[src/rtl/operand_stage.sv]
// operand_stage: rename lookup and operand capture ahead of issue.
//
// An instruction is accepted when the stage is empty, or when the instruction
// it holds leaves in the same cycle. Each source register is resolved through
// the rename table. An unrenamed register reads the register file. A renamed
// register reads the bypass network, then the ROB read port. If neither holds
// the value, the source waits on its ROB tag. While waiting, the stage watches
// the bypass network and the ROB port every cycle until both operands arrive.
//
// Ports
//   clk, rst                      clock, synchronous active-low reset
//   in_valid/in_ready             upstream handshake
//   in_rs1/in_rs2/in_rd           source and destination register indices
//   in_writes_rd, in_payload      destination-write flag, opaque decoded fields
//   rf_s1_data/rf_s2_data         register-file read data for in_rs1/in_rs2
//   rob_full, assigned_rob_id     ROB allocation status and tag for this instr
//   rob_sX_id/_data/_valid        combinational ROB value-read ports
//   byp_data/byp_rob_id/byp_valid packed bypass channels, channel 0 first
//   commit_valid/rd/rob_id        retirement notification, clears stale renames
//   flush                         discards everything and clears all renames
//   out_valid/out_ready           downstream handshake
//   s1/s2_data_out, payload_out   captured operands and payload
//   rob_id_out                    ROB tag carried with the instruction
//   require_rob_entry             ROB allocation request on accept

module operand_stage #(
    parameter int unsigned WORD_SIZE       = 32,
    parameter int unsigned ROB_ENTRY_WIDTH = 4,
    parameter int unsigned NUM_BYPASS      = 6,
    parameter int unsigned REG_INDEX_SIZE  = 5
) (
    input  logic                                  clk,
    input  logic                                  rst,

    input  logic                                  in_valid,
    output logic                                  in_ready,
    input  logic [REG_INDEX_SIZE-1:0]             in_rs1,
    input  logic [REG_INDEX_SIZE-1:0]             in_rs2,
    input  logic [REG_INDEX_SIZE-1:0]             in_rd,
    input  logic                                  in_writes_rd,
    input  logic [63:0]                           in_payload,

    input  logic [WORD_SIZE-1:0]                  rf_s1_data,
    input  logic [WORD_SIZE-1:0]                  rf_s2_data,

    input  logic                                  rob_full,
    input  logic [ROB_ENTRY_WIDTH-1:0]            assigned_rob_id,
    output logic [ROB_ENTRY_WIDTH-1:0]            rob_s1_id,
    output logic [ROB_ENTRY_WIDTH-1:0]            rob_s2_id,
    input  logic [WORD_SIZE-1:0]                  rob_s1_data,
    input  logic [WORD_SIZE-1:0]                  rob_s2_data,
    input  logic                                  rob_s1_valid,
    input  logic                                  rob_s2_valid,

    input  logic [NUM_BYPASS*WORD_SIZE-1:0]       byp_data,
    input  logic [NUM_BYPASS*ROB_ENTRY_WIDTH-1:0] byp_rob_id,
    input  logic [NUM_BYPASS-1:0]                 byp_valid,

    input  logic                                  commit_valid,
    input  logic [REG_INDEX_SIZE-1:0]             commit_rd,
    input  logic [ROB_ENTRY_WIDTH-1:0]            commit_rob_id,
    input  logic                                  flush,

    output logic                                  out_valid,
    input  logic                                  out_ready,
    output logic [WORD_SIZE-1:0]                  s1_data_out,
    output logic [WORD_SIZE-1:0]                  s2_data_out,
    output logic [63:0]                           payload_out,
    output logic [ROB_ENTRY_WIDTH-1:0]            rob_id_out,
    output logic                                  require_rob_entry
);

    localparam int unsigned NumRegs = 1 << REG_INDEX_SIZE;

    typedef enum logic [1:0] {
        StEmpty,
        StWait,
        StReady
    } state_e;

    state_e state_q, state_d;

    // Rename table
    logic [NumRegs-1:0]         tbl_valid_q, tbl_valid_d;
    logic [ROB_ENTRY_WIDTH-1:0] tbl_tag_q [NumRegs];
    logic [ROB_ENTRY_WIDTH-1:0] tbl_tag_d [NumRegs];

    // Captured instruction
    logic [WORD_SIZE-1:0]       s1_q, s1_d, s2_q, s2_d;
    logic                       s1_pend_q, s1_pend_d, s2_pend_q, s2_pend_d;
    logic [ROB_ENTRY_WIDTH-1:0] s1_tag_q, s1_tag_d, s2_tag_q, s2_tag_d;
    logic [63:0]                payload_q, payload_d;
    logic [ROB_ENTRY_WIDTH-1:0] rob_id_q, rob_id_d;

    // Tag lookup
    logic [ROB_ENTRY_WIDTH-1:0] s1_look_tag, s2_look_tag;
    logic                       s1_byp_hit, s2_byp_hit;
    logic [WORD_SIZE-1:0]       s1_byp_data, s2_byp_data;
    logic                       s1_avail, s2_avail;
    logic [WORD_SIZE-1:0]       s1_avail_data, s2_avail_data;

    logic accept;

    // rst gates in_ready so nothing is accepted while reset is held.
    assign in_ready = rst && !rob_full && !flush &&
                      (state_q == StEmpty || (state_q == StReady && out_ready));
    assign accept   = in_valid && in_ready;

    assign require_rob_entry = accept && in_writes_rd;
    assign out_valid         = (state_q == StReady);
    assign s1_data_out       = s1_q;
    assign s2_data_out       = s2_q;
    assign payload_out       = payload_q;
    assign rob_id_out        = rob_id_q;

    // While waiting, in_ready is low, so the lookup tag follows the pending tag.
    // Otherwise it follows the rename of the incoming source register.
    assign s1_look_tag = (state_q == StWait) ? s1_tag_q : tbl_tag_q[in_rs1];
    assign s2_look_tag = (state_q == StWait) ? s2_tag_q : tbl_tag_q[in_rs2];
    assign rob_s1_id   = s1_look_tag;
    assign rob_s2_id   = s2_look_tag;

    // Scan from the highest channel down, so the lowest matching channel wins.
    always_comb begin
        s1_byp_hit  = 1'b0;
        s1_byp_data = '0;
        s2_byp_hit  = 1'b0;
        s2_byp_data = '0;
        for (int i = int'(NUM_BYPASS) - 1; i >= 0; i--) begin
            if (byp_valid[i] &&
                byp_rob_id[i*ROB_ENTRY_WIDTH +: ROB_ENTRY_WIDTH] == s1_look_tag) begin
                s1_byp_hit  = 1'b1;
                s1_byp_data = byp_data[i*WORD_SIZE +: WORD_SIZE];
            end
            if (byp_valid[i] &&
                byp_rob_id[i*ROB_ENTRY_WIDTH +: ROB_ENTRY_WIDTH] == s2_look_tag) begin
                s2_byp_hit  = 1'b1;
                s2_byp_data = byp_data[i*WORD_SIZE +: WORD_SIZE];
            end
        end
    end

    assign s1_avail      = s1_byp_hit || rob_s1_valid;
    assign s2_avail      = s2_byp_hit || rob_s2_valid;
    assign s1_avail_data = s1_byp_hit ? s1_byp_data : rob_s1_data;
    assign s2_avail_data = s2_byp_hit ? s2_byp_data : rob_s2_data;

    always_comb begin
        state_d     = state_q;
        tbl_valid_d = tbl_valid_q;
        tbl_tag_d   = tbl_tag_q;
        s1_d        = s1_q;
        s2_d        = s2_q;
        s1_pend_d   = s1_pend_q;
        s2_pend_d   = s2_pend_q;
        s1_tag_d    = s1_tag_q;
        s2_tag_d    = s2_tag_q;
        payload_d   = payload_q;
        rob_id_d    = rob_id_q;

        // Only the producer that still owns the mapping may retire it.
        if (commit_valid && tbl_valid_q[commit_rd] &&
            tbl_tag_q[commit_rd] == commit_rob_id) begin
            tbl_valid_d[commit_rd] = 1'b0;
        end

        unique case (state_q)
            StEmpty: ;
            StWait: begin
                if (s1_pend_q && s1_avail) begin
                    s1_d      = s1_avail_data;
                    s1_pend_d = 1'b0;
                end
                if (s2_pend_q && s2_avail) begin
                    s2_d      = s2_avail_data;
                    s2_pend_d = 1'b0;
                end
                if (!s1_pend_d && !s2_pend_d) begin
                    state_d = StReady;
                end
            end
            StReady: begin
                if (out_ready) begin
                    state_d = StEmpty;
                end
            end
            default: state_d = StEmpty;
        endcase

        if (accept) begin
            payload_d = in_payload;
            rob_id_d  = assigned_rob_id;

            // Sources read the table as it was before this instruction's rename.
            if (!tbl_valid_q[in_rs1]) begin
                s1_d      = rf_s1_data;
                s1_pend_d = 1'b0;
            end else if (s1_avail) begin
                s1_d      = s1_avail_data;
                s1_pend_d = 1'b0;
            end else begin
                s1_pend_d = 1'b1;
                s1_tag_d  = s1_look_tag;
            end

            if (!tbl_valid_q[in_rs2]) begin
                s2_d      = rf_s2_data;
                s2_pend_d = 1'b0;
            end else if (s2_avail) begin
                s2_d      = s2_avail_data;
                s2_pend_d = 1'b0;
            end else begin
                s2_pend_d = 1'b1;
                s2_tag_d  = s2_look_tag;
            end

            state_d = (s1_pend_d || s2_pend_d) ? StWait : StReady;

            // Applied after the commit clear, so a same-cycle rename wins.
            if (in_writes_rd && in_rd != '0) begin
                tbl_valid_d[in_rd] = 1'b1;
                tbl_tag_d[in_rd]   = assigned_rob_id;
            end
        end

        if (flush) begin
            tbl_valid_d = '0;
            state_d     = StEmpty;
            s1_pend_d   = 1'b0;
            s2_pend_d   = 1'b0;
        end

        tbl_valid_d[0] = 1'b0;
    end

    always_ff @(posedge clk) begin
        if (!rst) begin
            state_q     <= StEmpty;
            tbl_valid_q <= '0;
            tbl_tag_q   <= '{default: '0};
            s1_q        <= '0;
            s2_q        <= '0;
            s1_pend_q   <= 1'b0;
            s2_pend_q   <= 1'b0;
            s1_tag_q    <= '0;
            s2_tag_q    <= '0;
            payload_q   <= '0;
            rob_id_q    <= '0;
        end else begin
            state_q     <= state_d;
            tbl_valid_q <= tbl_valid_d;
            tbl_tag_q   <= tbl_tag_d;
            s1_q        <= s1_d;
            s2_q        <= s2_d;
            s1_pend_q   <= s1_pend_d;
            s2_pend_q   <= s2_pend_d;
            s1_tag_q    <= s1_tag_d;
            s2_tag_q    <= s2_tag_d;
            payload_q   <= payload_d;
            rob_id_q    <= rob_id_d;
        end
    end

endmodule
[config.mk]
export PLATFORM = sky130hd
export DESIGN_NAME = operand_stage
export DESIGN_NICKNAME = d
export VERILOG_FILES = /design/src/rtl/operand_stage.sv
export SDC_FILE = /design/constraint.sdc
export NUM_CORES = 1
export LEC_CHECK = 0
export CAP_MARGIN = 20
export CORE_MARGIN = 2
export CORE_UTILIZATION = 35
export DETAILED_ROUTE_END_ITERATION = 12
export HOLD_SLACK_MARGIN = 0.1
export MAX_ROUTING_LAYER = met4
export PLACE_DENSITY_LB_ADDON = 0.05
export SLEW_MARGIN = 20
export SYNTH_ARGS = -nofsm -noshare
export SYNTH_HDL_FRONTEND = slang
export SYNTH_SLANG_ARGS = --single-unit
[constraint.sdc]
create_clock -name clk -period 4.1 [get_ports clk]
set_clock_uncertainty 0.1 [all_clocks]
set_input_delay 0.41 -clock clk [delete_from_list [all_inputs] [get_ports clk]]
set_output_delay 0.41 -clock clk [all_outputs]
set_load 0.05 [all_outputs]
==> run_results.csv <==
group,metric,value,unit
placed_design,placed_cells,4303,
clocking,cts_htree_levels,2,
power,p_comb_frac,0.291,
clocking,cts_num_sinks,303,
layout,nets,3970,
power,p_leak,12.8,nW
sta,max_freq,249,MHz
worst_setup_path,required,4.46,ns
layout,area_growth,48.7,%
sta,finalSetupViolCount,0,
outcome,status,"complete, no violations",
global_route,grt_usage,0.395,
sta,final_hold_viol_count,0,
routing,drtIter0Drc,3129,
clocking,cts.clk_slew.worst_paths,0.06,ns
placed_design,port_buffers,594,
global_route,grt_max_degree,98,
yosys,async_reset_ff_frac,0,
yosys,ys_seq_area_frac,0.271,
worst_setup_path,end_kind,"flop",
placed_design,place_ws,-1.44,ns
min_path,hold_path.class,"input pin to flop",
power,p_sw,3.13,mW
global_route,grt_pass1_wl,188,mm
power,pwr-share-clk,0.387,
worst_setup_path,r2r-start,"tbl_tag_q[113]",
power,pwr-share-seq,0.321,
floorplan,die_area,66000,um^2
floorplan,initial_core_util,0.354,
worst_setup_path,startpoint,"in_rs1[1]",
power,p_sw_frac,0.330,
worst_setup_path,critical_path_arrival,4.37,ns
clocking,cts_buffers,40,
routing,vias_per_cell,6.15,
yosys,synth_xor_area_frac,0.0344,
yosys,synth_top_family_by_area,"compound AO/OA/AOI/OAI gates",
flow_run,drv_cap,0,
power,peakVddDrop,0.293,mV
power,p_int,6.37,mW
clocking,clock_path_buffers,3,
floorplan,die_x,257,um
sta,tightest_slew,1.04,ns
clocking,cts_root_buf,"clkbuf_16",
placed_design,gp_congestion,1.03,
worst_setup_path,start_kind,"input pin",
floorplan,die_h,257,um
yosys,synthAdderAreaFrac,0,
floorplan,core_area,63200,um^2
sta,slew_viol_final,0,
yosys,yosys.area.top_type,"dfxtp_1",
yosys,synth_area,22400,um^2
routing,drcViolationCount,0,
sta,timing.hold.ws,0.271,ns
layout,nFillCells,5951,
global_route,gr-total-overflow,0,
routing,vias,27200,
sta,fin_crit,4.02,ns
power,p_per_area,286,nW/um^2
yosys,muxShareOfSynthArea,0.195,
yosys,synthTopCellsByCount,"452 x nand2_1, 303 x dfxtp_1, 264 x nor2_1, 245 x mux2i_1, 235 x a21oi_1",
layout,final_area,33300,um^2
layout,instances_no_fill,4414,
min_path,holdCritStartpoint,"in_payload[0]",
placed_design,postPlaceCellArea,31200,um^2
yosys,yosysTopAreaCellShare,0.271,
placed_design,dp_hpwl,103,mm
floorplan,io_pins,595,
worst_setup_path,regToRegSetupSlack,0.23,ns
routing,postRouteAntennaNets,0,
clocking,clkLatencyLatePin,0.59,ns
yosys,synth_most_common_cell,"nand2_1",
routing,routedWlPerCell,30.0,um
yosys,synth-compound-area-share,0.249,
yosys,syn_area_per_cell,7.95,um^2
clocking,tritoncts,"yes",
worst_setup_path,worstSetupPathType,"input pin to flop",
yosys,ys_warn_count,0,
yosys,synth-simple-area-share,0.193,
yosys,synth_area_leaders,"dfxtp_1 27%, mux2i_1 11%, nand2_1 7.6%",
global_route,grt_pass1_vias,25800,
yosys,ys_ff_latch,303,
global_route,antenna_found_initial,20,
yosys,synth_nets,3269,
yosys,syn_inst,2817,
sta,period_share,0.979,
layout,drive_gt1_frac,0.165,
sta,rsz0062_at_grt,"false",
routing,routed_wl,132,mm
yosys,ys_types,81,
yosys,synth_edf_count,0,
yosys,synth_ff_type,"dfxtp_1",
sta,worst_slack,0.0849,ns
routing,first_pass_iters,8,
sta,maxSlewHeadroom,0.308,
worst_setup_path,crit_path_max_fanout,10,
floorplan,num_rows,92,
## timing repair
item                                    CTS  global route
cloned                                    0             2
endpoints found under the hold margin     1             0
pin swaps                                14            17
hold buffers                              1             0
resized for setup                        50            41
endpoints found under the setup margin   40            73
buffers inserted                         13             3
## area by class of cell
type / instances / area, um^2 / area share
Timing Repair Buffer: 923 / 9050 / 0.272
Antenna cell: 21 / 52.6 / 0.00158
Clock buffer: 57 / 1140 / 0.0344
Clock inverter: 14 / 209 / 0.00628
Sequential cell: 303 / 6070 / 0.182
Tap cell: 846 / 1060 / 0.0318
Multi-Input combinational cell: 2205 / 15500 / 0.467
Inverter: 45 / 174 / 0.00522
## cell usage in the layout, fill, tap and decap left out, types with 44 or more instances in the layout
cell	netlist	layout
a31oi_1	52	47
mux2i_1	245	243
o221ai_1	62	57
nand2_1	452	449
xnor2_1	49	49
o21ai_0	81	81
dfxtp_1	303	303
nor2b_1	45	44
a22oi_1	78	73
inv_1	45	44
clkdlybuf4s50_1	0	573
nor2_1	264	261
nand3_1	62	60
a21oi_1	235	228
buf_4	12	279
buf_12	1	50
mux4_2	75	75
## sequential cells by signal, indices dropped and copies added (netlist names)
| name | cells |
|---|---|
| payload_out | 64 |
| rob_id_out | 4 |
| s1_data_out | 32 |
| s1_pend_q | 1 |
| s1_tag_q | 4 |
| s2_data_out | 32 |
| s2_pend_q | 1 |
| s2_tag_q | 4 |
| state_q | 2 |
| tbl_tag_q | 128 |
| tbl_valid_q | 31 |
## layer usage
metal,routed length (um),GRT usage,share of wire,vias up
met5,0,-,0,-
met3,11100,0.0704,0.084,287
met1,52500,0.485,0.40,13400
met2,62500,0.638,0.47,1629
li1,-,-,-,11900
met4,6340,0.169,0.048,0
## power groups by stage
| stage | Clock [mW] | Sequential (mW) | Combinational, mW |
|---|---|---|---|
| after global placement | 0 | 3.11 | 2.58 |
| after CTS | 3.73 | 3.05 | 2.69 |
| final | 3.68 | 3.05 | 2.77 |
| after detailed placement | 0 | 3.12 | 2.58 |
| after global routing | 3.84 | 3.06 | 2.86 |
| after floorplan | 0 | 3.28 | 0.963 |
## critical path, cell delays in order
cell and delay (ns):
clkdlybuf4s50_1 0.49, nor2b_4 0.44, buf_4 0.22, a22oi_1 0.11, a21oi_1 0.31, nor4_4 0.09, buf_4 0.17, buf_12 0.12
xnor2_1 0.13, and4_4 0.22, o211ai_1 0.23, nand4_1 0.12, buf_4 0.18, buf_4 0.16, o31ai_4 0.33, nand2_2 0.14
buf_2 0.23, o221ai_1 0.19, a21oi_1 0.06
## final timing paths
| kind | end | depth (start not counted) |
|---|---|---|
| worst max-delay path | s1_data_out[19] | 19 |
| worst min-delay path | payload_out[0] | 3 |
| worst max register to register | s2_data_out[28] | 17 |
| worst min register to register | payload_out[37] | 2 |
## metrics by stage
stage / total power [mW] / setup TNS, ns / utilization
2_1_floorplan: 4.24 / 0 / -
3_3_place_gp: 5.70 / -65.96 / 0.494
3_5_place_dp: 5.70 / -63.51 / 0.494
4_1_cts: 9.47 / 0 / 0.522
5_1_grt: 9.76 / 0 / 0.527
6_report: 9.51 / 0 / 0.527
## cells by family (layout without fill, tap and decap cells)
| group | after synthesis | count (layout) |
|---|---|---|
| buffers and inverters | 309 | 1039 |
| DFF | 303 | 303 |
| and+or+nand+nor | 977 | 977 |
| muxes | 332 | 332 |
| other | 0 | 21 |
| AOI/OAI and AO/OA | 808 | 808 |
| xor gates and xnor gates | 88 | 88 |
Note: power is estimated with default switching activity, not from simulation.
